===== config.mk =====
export PLATFORM = sky130hd
export DESIGN_NAME = rr_ingress_mux
export DESIGN_NICKNAME = d
export VERILOG_FILES = /design/src/rtl/rr_ingress_pkg.sv /design/src/rtl/rr_ingress_mux_fifo.sv /design/src/rtl/rr_ingress_mux.sv
export SDC_FILE = /design/constraint.sdc
export NUM_CORES = 1
export LEC_CHECK = 0
export ABC_AREA = 1
export CORE_MARGIN = 5
export CORE_UTILIZATION = 50
export CTS_BUF_LIST = sky130_fd_sc_hd__clkbuf_8
export DETAILED_ROUTE_END_ITERATION = 8
export PLACE_DENSITY_LB_ADDON = 0.08
export SLEW_MARGIN = 20
export SYNTH_ARGS = -nofsm -noshare
export SYNTH_HDL_FRONTEND = slang
export SYNTH_HIERARCHICAL = 1
export SYNTH_SLANG_ARGS = --single-unit
export TNS_END_PERCENT = 50

===== constraint.sdc =====
create_clock -name clk -period 3.5 [get_ports clk]
set_clock_uncertainty 0.2 [all_clocks]
set_input_delay 0.35 -clock clk [delete_from_list [all_inputs] [get_ports clk]]
set_output_delay 0.35 -clock clk [all_outputs]
set_load 0.03 [all_outputs]

===== src/rtl/rr_ingress_pkg.sv =====
// ----------------------------------------------------------------------------
// rr_ingress_pkg
//   Shared constants, source-port encodings and small grant-vector helpers for
//   the three-port ingress buffer that feeds the round-robin arbiter.
//
//   Contents:
//     NPORT        number of requester ports (3)
//     SRC_W        width of the source tag carried with output data
//     src_e        source-port encodings SRC_P0..SRC_P2
//     src_of()     port index -> source tag
//     is_onehot()  exactly one bit set
//     is_multihot() two or more bits set
// ----------------------------------------------------------------------------
package rr_ingress_pkg;

   localparam int NPORT = 3;
   localparam int SRC_W = 2;

   typedef enum logic [SRC_W-1:0] {
      SRC_P0 = 2'd0,
      SRC_P1 = 2'd1,
      SRC_P2 = 2'd2
   } src_e;

   function automatic logic [SRC_W-1:0] src_of(input int unsigned idx);
      case (idx)
         0:       return SRC_P0;
         1:       return SRC_P1;
         default: return SRC_P2;
      endcase
   endfunction

   // v & (v - 1) clears the lowest set bit; anything left means >= 2 bits set.
   function automatic logic is_multihot(input logic [NPORT-1:0] v);
      logic [NPORT-1:0] m;
      m = v - NPORT'(1);
      return ((v & m) != '0);
   endfunction

   function automatic logic is_onehot(input logic [NPORT-1:0] v);
      return (v != '0) && !is_multihot(v);
   endfunction

endpackage


===== src/rtl/rr_ingress_mux_fifo.sv =====
// ----------------------------------------------------------------------------
// rr_port_fifo
//   Small synchronous FIFO holding one requester's words until the arbiter
//   grants that port. Head data is presented combinationally (first-word
//   fall-through), so a pop in cycle N delivers head at edge N+1.
//
//   Parameters:
//     DW     data width
//     DEPTH  entries, power of 2, >= 2
//
//   Ports:
//     clk, rstn   clock, asynchronous active-low reset (pointers/count only)
//     push        write push_data; ignored when full
//     push_data   write data
//     pop         advance head; ignored when empty
//     cnt         occupancy, 0..DEPTH
//     head        data at the read pointer (valid when !empty)
//     full        cnt == DEPTH
//     empty       cnt == 0
// ----------------------------------------------------------------------------
module rr_port_fifo
   import rr_ingress_pkg::*;
#(
   parameter int DW    = 8,
   parameter int DEPTH = 4,
   localparam int AW   = $clog2(DEPTH),
   localparam int CW   = AW + 1
) (
   input  logic          clk,
   input  logic          rstn,
   input  logic          push,
   input  logic [DW-1:0] push_data,
   input  logic          pop,
   output logic [CW-1:0] cnt,
   output logic [DW-1:0] head,
   output logic          full,
   output logic          empty
);

   logic [DW-1:0] mem [DEPTH];
   logic [AW-1:0] wr_ptr;
   logic [AW-1:0] rd_ptr;
   logic [CW-1:0] cnt_q;
   logic          push_ok;
   logic          pop_ok;

   assign full    = (cnt_q == CW'(DEPTH));
   assign empty   = (cnt_q == '0);
   assign push_ok = push & ~full;
   assign pop_ok  = pop & ~empty;
   assign cnt     = cnt_q;
   assign head    = mem[rd_ptr];

   // Pointers wrap naturally because DEPTH is a power of two.
   always_ff @(posedge clk or negedge rstn) begin
      if (!rstn) begin
         wr_ptr <= '0;
         rd_ptr <= '0;
         cnt_q  <= '0;
      end else begin
         if (push_ok) wr_ptr <= wr_ptr + AW'(1);
         if (pop_ok)  rd_ptr <= rd_ptr + AW'(1);
         // Simultaneous push and pop leave the count unchanged.
         case ({push_ok, pop_ok})
            2'b10:   cnt_q <= cnt_q + CW'(1);
            2'b01:   cnt_q <= cnt_q - CW'(1);
            default: cnt_q <= cnt_q;
         endcase
      end
   end

   // Storage is not reset: contents are only observable through a valid count.
   always_ff @(posedge clk) begin
      if (push_ok) mem[wr_ptr] <= push_data;
   end

endmodule


===== src/rtl/rr_ingress_mux.sv =====
// ----------------------------------------------------------------------------
// rr_ingress_mux
//   Three-port ingress buffer and data mux around an external 3-way
//   round-robin arbiter. Each port's words are queued in an rr_port_fifo; the
//   non-empty FIFOs raise arb_req, and the arbiter's registered one-hot grant
//   pops the winner into a single output register tagged with its source port.
//
//   Handshakes (all interfaces): a word moves on a rising clk edge when
//   valid and ready are both high in the cycle before it. Valid never depends
//   on ready in the same cycle. in_rdy is purely a FIFO-space indication and is
//   not raised by a pop in the same cycle. Once out_vld is high, out_data and
//   out_src hold until out_rdy accepts them.
//
//   Parameters:
//     DW     data width per port
//     DEPTH  per-port FIFO depth (power of 2, >= 2)
//
//   Ports:
//     clk, rstn   clock, asynchronous active-low reset
//     in_vld      per-port write valid, bit i = port i
//     in_data     per-port data, port i at [i*DW +: DW]
//     in_rdy      per-port write ready (FIFO not full)
//     arb_req     request vector to arbiter
//     arb_en      enable to arbiter, set on first edge after reset release
//     arb_grant   one-hot grant from arbiter, one cycle after arb_req
//     out_vld     output data valid
//     out_data    output data
//     out_src     source port of out_data
//     out_rdy     downstream ready
//     gnt_err     sticky: a qualified grant had more than one bit set
// ----------------------------------------------------------------------------
module rr_ingress_mux
   import rr_ingress_pkg::*;
#(
   parameter int DW    = 8,
   parameter int DEPTH = 4
) (
   input  logic                clk,
   input  logic                rstn,
   input  logic [NPORT-1:0]    in_vld,
   input  logic [NPORT*DW-1:0] in_data,
   output logic [NPORT-1:0]    in_rdy,
   output logic [NPORT-1:0]    arb_req,
   output logic                arb_en,
   input  logic [NPORT-1:0]    arb_grant,
   output logic                out_vld,
   output logic [DW-1:0]       out_data,
   output logic [SRC_W-1:0]    out_src,
   input  logic                out_rdy,
   output logic                gnt_err
);

   localparam int CW = $clog2(DEPTH) + 1;

   logic [CW-1:0]    cnt  [NPORT];
   logic [DW-1:0]    head [NPORT];
   logic [NPORT-1:0] full;
   logic [NPORT-1:0] empty;
   logic [NPORT-1:0] push;
   logic [NPORT-1:0] pop;

   logic             gnt_qual;
   logic             stall;
   logic             gnt_onehot;
   logic             gnt_multi;
   logic             pop_any;
   logic [DW-1:0]    sel_data;
   logic [SRC_W-1:0] sel_src;

   // ------------------------------------------------------------------------
   // Per-port FIFOs
   // ------------------------------------------------------------------------
   for (genvar i = 0; i < NPORT; i++) begin : g_port
      rr_port_fifo #(
         .DW    (DW),
         .DEPTH (DEPTH)
      ) u_fifo (
         .clk       (clk),
         .rstn      (rstn),
         .push      (push[i]),
         .push_data (in_data[i*DW +: DW]),
         .pop       (pop[i]),
         .cnt       (cnt[i]),
         .head      (head[i]),
         .full      (full[i]),
         .empty     (empty[i])
      );
   end

   // ------------------------------------------------------------------------
   // Arbiter enable and grant qualification
   //   The arbiter may come out of reset later than this block, so its grant
   //   is only trusted one cycle after it has seen en = 1.
   // ------------------------------------------------------------------------
   always_ff @(posedge clk or negedge rstn) begin
      if (!rstn) begin
         arb_en   <= 1'b0;
         gnt_qual <= 1'b0;
      end else begin
         arb_en   <= 1'b1;
         gnt_qual <= arb_en;
      end
   end

   assign stall      = out_vld & ~out_rdy;
   assign gnt_onehot = is_onehot(arb_grant);
   assign gnt_multi  = gnt_qual & is_multihot(arb_grant);

   // ------------------------------------------------------------------------
   // Push / pop
   //   A grant that lands on a stall or an empty FIFO is simply dropped; the
   //   arbiter will see the request again and re-grant later.
   // ------------------------------------------------------------------------
   always_comb begin
      in_rdy = '0;
      push   = '0;
      pop    = '0;
      for (int i = 0; i < NPORT; i++) begin
         in_rdy[i] = ~full[i];
         push[i]   = in_vld[i] & ~full[i];
         pop[i]    = gnt_qual & arb_grant[i] & ~empty[i] & ~stall & gnt_onehot;
      end
   end

   // ------------------------------------------------------------------------
   // Requests
   //   An entry being popped this cycle is not requested again, otherwise the
   //   arbiter could grant a word that has already left the FIFO.
   // ------------------------------------------------------------------------
   always_comb begin
      arb_req = '0;
      for (int i = 0; i < NPORT; i++) begin
         arb_req[i] = (cnt[i] > CW'(pop[i])) & ~stall;
      end
   end

   // ------------------------------------------------------------------------
   // Output mux (pop is at most one-hot by construction)
   // ------------------------------------------------------------------------
   always_comb begin
      pop_any  = |pop;
      sel_data = '0;
      sel_src  = '0;
      for (int i = 0; i < NPORT; i++) begin
         if (pop[i]) begin
            sel_data = head[i];
            sel_src  = src_of(i);
         end
      end
   end

   // ------------------------------------------------------------------------
   // Output register
   //   Pops only happen when not stalled, so data/src never change while a
   //   word is waiting for out_rdy.
   // ------------------------------------------------------------------------
   always_ff @(posedge clk or negedge rstn) begin
      if (!rstn) begin
         out_vld  <= 1'b0;
         out_data <= '0;
         out_src  <= '0;
      end else if (pop_any) begin
         out_vld  <= 1'b1;
         out_data <= sel_data;
         out_src  <= sel_src;
      end else if (out_vld && out_rdy) begin
         out_vld  <= 1'b0;
      end
   end

   // ------------------------------------------------------------------------
   // Sticky grant error
   // ------------------------------------------------------------------------
   always_ff @(posedge clk or negedge rstn) begin
      if (!rstn) begin
         gnt_err <= 1'b0;
      end else if (gnt_multi) begin
         gnt_err <= 1'b1;
      end
   end

endmodule


======== Word level (Yosys, flattened, before mapping) ========
Memories as Yosys holds them, arrays and structs flattened.
Index checks and enable logic that the tools add are counted.
storage, ports and cells
  output and inout bits ................... 19
  latch bits .............................. 0
  bits in writable memories ............... 96
  register bits ........................... 35
  ROM bits ................................ 0
  memories ................................ 3
  word-level logic and storage cells ...... 107
  input bits .............................. 33
operators by class
  bitwise logic cells ..................... 35
  equality and inequality tests ........... 9
  shift-type cells ........................ 0
  $lt $le $gt $ge ......................... 3
  divide/modulo/power cells ............... 0
  $mul .................................... 0
  mux-type cells .......................... 16
  reduce and logical (&&, ||, !) cells .... 13
  add/subtract/negate cells ............... 13
memories
  name                  words  bits a word  rd ports  clocked after memory_dff  wr ports  line                       text
  g_port[0].u_fifo.mem  4      8            1         0                         1         rr_ingress_mux_fifo.sv:40  logic [DW-1:0] mem [DEPTH];
  g_port[1].u_fifo.mem  4      8            1         0                         1         rr_ingress_mux_fifo.sv:40
  g_port[2].u_fifo.mem  4      8            1         0                         1         rr_ingress_mux_fifo.sv:40
operator list
  kind                   number
  $and A1 B1 Y1          26
  $mux W8                3
  $pmux W3 S2            3
  $add A2 B1 Y2 const B  6
  $sub A3 B1 Y3 const B  4
  $add A3 B1 Y3 const B  3
  $eq A3 B3 Y1 const B   3
  $gt A3 B1 Y1           3
  $logic_not A3 Y1       3
  $mux W1                9
  $not A1 Y1             8
  $reduce_bool A2 Y1     4
  $eq A2 B1 Y1 const B   3
  $eq A2 B2 Y1 const B   3
  $reduce_bool A3 Y1     2
  $and A3 B3 Y3          1
  $reduce_or A3 Y1       1
  $logic_and A1 B1 Y1    2
  $mux W2                1
  $logic_not A1 Y1       1

======== Longest topological paths before layout ========
  depth after elaboration ................. 9
  gate-level depth with buffers ........... 18
  gate-level depth less buffers ........... 18

======== Modules after synthesis ========
The synthesis kept the hierarchy.
by module, submodules not included
  module                               seq. area each (µm²)  area each (µm²)  times used  cells each
  rr_port_fifo (g_port[0].u_fifo ...)  1136.1                1751.7           2           154
  rr_port_fifo (g_port[2].u_fifo)      1136.1                1741.7           1           154
  rr_ingress_mux                       350.3                 1002.2           1           141

======== Worst setup path before layout ========
Ideal clock, no wire load.
  kind .................................... register to output
  start point ............................. reg out_vld
  end point ............................... out arb_req[2]
  path buffers ............................ 1
  arrival time ............................ 2.239 ns
  data required time ...................... 2.950 ns
  setup slack ............................. 0.711 ns
  stages on the path, launching flop included .. 10
  path through ............................ dfrtp_1 -> inv_1 -> nor2_8 -> nor2_1 -> nand3_1 -> buf_2 -> inv_1 -> ha_1 -> or2_2 -> a21oi_1
between the ends
  cells in the longest elaborated chain, start to end .. 6
ends and longest elaborated chain
  item                         line                   text
  from (decl)                  rr_ingress_mux.sv:46   output logic out_vld,
  from (signal assigned)       rr_ingress_mux.sv:159  out_vld <= 1'b0;
  from (signal assigned)       rr_ingress_mux.sv:163  out_vld <= 1'b1;
  from (signal assigned)       rr_ingress_mux.sv:167  out_vld <= 1'b0;
  $and A1 B1 Y1                rr_ingress_mux.sv:105  assign stall = out_vld & ~out_rdy;
  $not A1 Y1                   rr_ingress_mux.sv:121  pop[i] = gnt_qual & arb_grant[i] & ~empty[i] & ~stall & gnt_onehot;
  $and A1 B1 Y1 (2 in series)  rr_ingress_mux.sv:121
  named net pop[2]             rr_ingress_mux.sv:60   logic [NPORT-1:0] pop;
  $gt A3 B1 Y1                 rr_ingress_mux.sv:133  arb_req[i] = (cnt[i] > CW'(pop[i])) & ~stall;
  $and A1 B1 Y1                rr_ingress_mux.sv:133
  to (decl)                    rr_ingress_mux.sv:43   output logic [NPORT-1:0] arb_req,
The timed path passes the listed nets, and every way through them passes these cells.

======== Worst setup path in the final report ========
  start point ............................. reg g_port[2].u_fifo.cnt_q[1]
  end point ............................... out arb_req[2]
between the ends
  cells in the longest elaborated chain, start to end .. 7
ends and longest elaborated chain
  item                         line                       text
  from (decl)                  rr_ingress_mux_fifo.sv:43  logic [CW-1:0] cnt_q;
  from (signal assigned)       rr_ingress_mux_fifo.sv:65  2'b10: cnt_q <= cnt_q + CW'(1);
  from (signal assigned)       rr_ingress_mux_fifo.sv:66  2'b01: cnt_q <= cnt_q - CW'(1);
  from (signal assigned)       rr_ingress_mux_fifo.sv:67  default: cnt_q <= cnt_q;
  $logic_not A3 Y1             rr_ingress_mux_fifo.sv:48  assign empty = (cnt_q == '0);
  named net empty[2]           rr_ingress_mux.sv:58       logic [NPORT-1:0] empty;
  $not A1 Y1                   rr_ingress_mux.sv:121
  $and A1 B1 Y1 (3 in series)  rr_ingress_mux.sv:121
  named net pop[2]             rr_ingress_mux.sv:60
  $gt A3 B1 Y1                 rr_ingress_mux.sv:133
  $and A1 B1 Y1                rr_ingress_mux.sv:133
The timed path passes the listed nets, and every way through them passes these cells.

==> impl_results.md <==
- Post-DP HPWL: approximately 8.4 mm
- Final Hold Vio Count: 0
- Clk buf depth: 2
- Worst reg2reg endpoint: g_port[2].u_fifo/cnt[2]
- Maximum vdd ir drop: 394.0 uV
- Slew headroom: 40.22%
- Vias in the first global route: a little over 4000
- Critical path capture point type: primary output
- Core region area: between 10000 and 15000 um2
- Max-Cap Viols: 0
- Net Sw Power: about 0.0021 W
- Worst hold path type: reg -> reg
- Worst path slowest cell: dfrtp_1
- FF+latch count, synth: 131
- Crit path arrival time: 2.73 ns
- Die width: approximately 120 um
- Fillcell total: 1064
- Starting DRT DRC Count: slightly above 300
- Comb power frac: about 37%
- Fmax: between 0.3 and 0.4 GHz
- Initial antenna violation count: 0
- Outcome: complete, no violations
- Later-pin clock latency in the skew report: roughly 0.43 ns
- Post-synth EDFFs: 96
- CTS sink cnt: roughly 130
- Post-DR vias/cell: approximately 4.8
- Die height: roughly 120 um
- # DRC: 0
- Post-CTS Setup Bufs: 0
- Clk root buf: clkbuf_8
- H-tree depth: 4
- Post_cts resized: 0
- CP most frequent cell: inv_1
- Clock power share: between 20% and 30%
- Worst path max stage delay: around 0.37 ns
- Largest net degree at the start of global routing: 36
- Post-Syn Area: roughly 6200 um2
- Total Power: 0.005616 W
- CTS tree: built
- Worst path cell trace: inv_1 -> nand3_1 -> inv_1 -> nand3b_1 -> nor2_1 -> nand3_1 -> inv_1 -> ha_1 -> or2_2 -> a21oi_1 -> buf_4
- Setup TNS: 0 ns
- Grt total ovfl: 0
- Clock buffer count from CTS: 17
- Worst reg2reg path depth: 16
- Top delay family on crit path: simple AND/OR/NAND/NOR gates
- Slew at the pin with the worst max-slew slack: between 0.8 and 0.9 ns
- Final min period: about 3.3 ns
- Synth warnings: 6
- Syn Nets: ~660
- Drt first pass iters: 5
- Power Dens Cells: 781.0 nW/um2
- CP Class: reg -> out
- Layout overhead on the synthesized area: 15.10%
- First-pass GRT wire length: just under 20 mm
- Port bufs: 51
- Switching Share: ~38%
- Synth Instances: about 600
- R2R setup slack: 0.74 ns
- Initial Util: between 50% and 60%
- CP required: approximately 3.0 ns
- Synth area leaders: edfxtp_1, dfrtp_1, nand2_1
- Share of the synthesized area in the top cell type: 46.14%
- Buf/Inv on CP: 4
- Gr usage total: 17.25%
- Final WL: ~12 mm
- Row count: 40
- Fin Hold WS: 0.1816 ns
- Sequential share of the synthesized area: roughly three fifths
- Crit-path max FO: 4
- Post-DRT Antenna Nets: 0
- Final nets: 712
- Reg power frac: a little over two fifths
- Hold_sp: arb_en
- Fin. max-slew vios: 0
- Post-Syn Area per Cell: 10.36 um2
- Die footprint: 14830 um2
- RSZ-0062 raised after global routing: no
- Pleak: between 3 and 4 nW
- Clock slew seen by the registers of the worst setup and hold paths: 0.07 ns
- N_diodes: 0
- Layout cells sized above 1: 8.806%
- Vias: a little over 4000
- Worst Setup Start Kind: flip-flop
- Internal power: ~0.0035 W
- Hold endpoint: gnt_qual
- Hold Path Stages: 0
- Main synth FF type: edfxtp_1
- Leading area contributor after synthesis: edfxtp_1
- Final setup viols: 0
- Cell variety after synth: 29
- # IOs: 52
- Ys async rst share: a little over a quarter
- Critical R2R Launch: g_port[2].u_fifo/cnt[1]
- Post-DR wirelength/cell: 14.12 um
- CTS Hold Bufs: 1
- GPL Wtd Cong: between 0.8 and 0.9
- Final period util: 93.59%
==> cell families after synthesis <==
kind of cell	Yosys count	synth area share (%)
AOI/OAI and AO/OA	56	6.529
xor gates and xnor gates	3	0.4207
buffers and inverters	145	10.33
DFF	131	60.16
and+or+nand+nor	246	17.93
other	1	0.06003
adders and majority gates	21	4.566
==> metrics by stage <==
step                area [um2]  std cells  utilization (%)  worst slack [ns]
floorplan                 6247        603                -            0.7110
global placement          6798        806            56.13            0.5298
detailed placement        6798        806            56.13            0.4464
CTS                       7191        838            59.37            0.1967
global route              7191        838            59.37           0.04473
finish                    7191        838            59.37            0.2243
==> cells in the final DEF (no fill, tap or decap), drive strengths merged <==
cell type	instances
nand2	150
inv	132
edfxtp	96
o211ai	48
clkdlybuf4s50	47
nor2	38
dfrtp	35
nand3	34
clkbuf	21
nand4	19
ha	18
buf	5
clkinv	4
o21ai	4
or2	3
a21oi	3
xnor2	3
fa	3
nand3b	2
bufinv	2
a31o	1
conb	1
dlygate4sd3	1
==> worst max-delay path by stage <==
| stage | depth (start not counted) | start | endpoint |
|---|---|---|---|
| finish | 11 | g_port[2].u_fifo/cnt[1] | arb_req[2] |
| global route | 11 | g_port[2].u_fifo/cnt[0] | arb_req[2] |
| CTS | 11 | g_port[2].u_fifo/cnt[1] | arb_req[2] |
| detailed placement | 9 | arb_grant[1] | arb_req[2] |
| global placement | 9 | arb_grant[0] | arb_req[2] |
| floorplan | 9 | out_vld | arb_req[2] |
==> metal layers <==
| metal | vias up | global-route usage, % | part of all wire, % |
|---|---|---|---|
| met4 | 0 | 6.653 | 1.3 |
| met3 | 12 | 4.318 | 4.7 |
| met2 | 80 | 28.56 | 48 |
| met5 | - | 0 | 0 |
| li1 | 2093 | - | - |
| met1 | 1877 | 21.92 | 46 |
==> cells in the mapped netlist (4+ instances only) <==
| library cell | number |
|---|---|
| buf_4 | 4 |
| buf_6 | 7 |
| dfrtp_1 | 35 |
| edfxtp_1 | 96 |
| ha_1 | 18 |
| inv_1 | 119 |
| inv_2 | 8 |
| nand2_1 | 144 |
| nand3_1 | 28 |
| nand3_2 | 6 |
| nand4_1 | 19 |
| nor2_1 | 35 |
| o211ai_1 | 48 |
==> flip-flops by register name, summed over array words and instances (netlist names) <==
| signal | cells |
|---|---|
| out_vld | 1 |
| out_src | 2 |
| gnt_qual | 1 |
| gnt_err | 1 |
| arb_en | 1 |
| g_port.u_fifo/wr_ptr | 6 |
| g_port.u_fifo/rd_ptr | 6 |
| g_port.u_fifo/cnt | 9 |
| out_data | 8 |
| g_port.u_fifo/mem | 96 |
==> area by class of cell <==
cell class	instances	area, um2	area share, %
Sequential cell	131	3759	52.27
Multi-Input combinational cell	327	1843	25.63
Timing Repair Buffer	53	515.5	7.169
Inverter	128	480.5	6.682
Clock buffer	21	289.0	4.019
Tap cell	168	210.2	2.923
Clock inverter	10	93.84	1.305
==> power groups by stage <==
stage                     logic (W)  clock network [W]  registers (W)
after detailed placement    0.00208                  0        0.00238
after global routing        0.00234            0.00131        0.00239
final                       0.00206            0.00121        0.00235
after CTS                   0.00209            0.00125        0.00235
after floorplan             0.00149                  0        0.00240
after global placement      0.00203                  0        0.00237
Note: power is estimated with default switching activity, not from simulation.
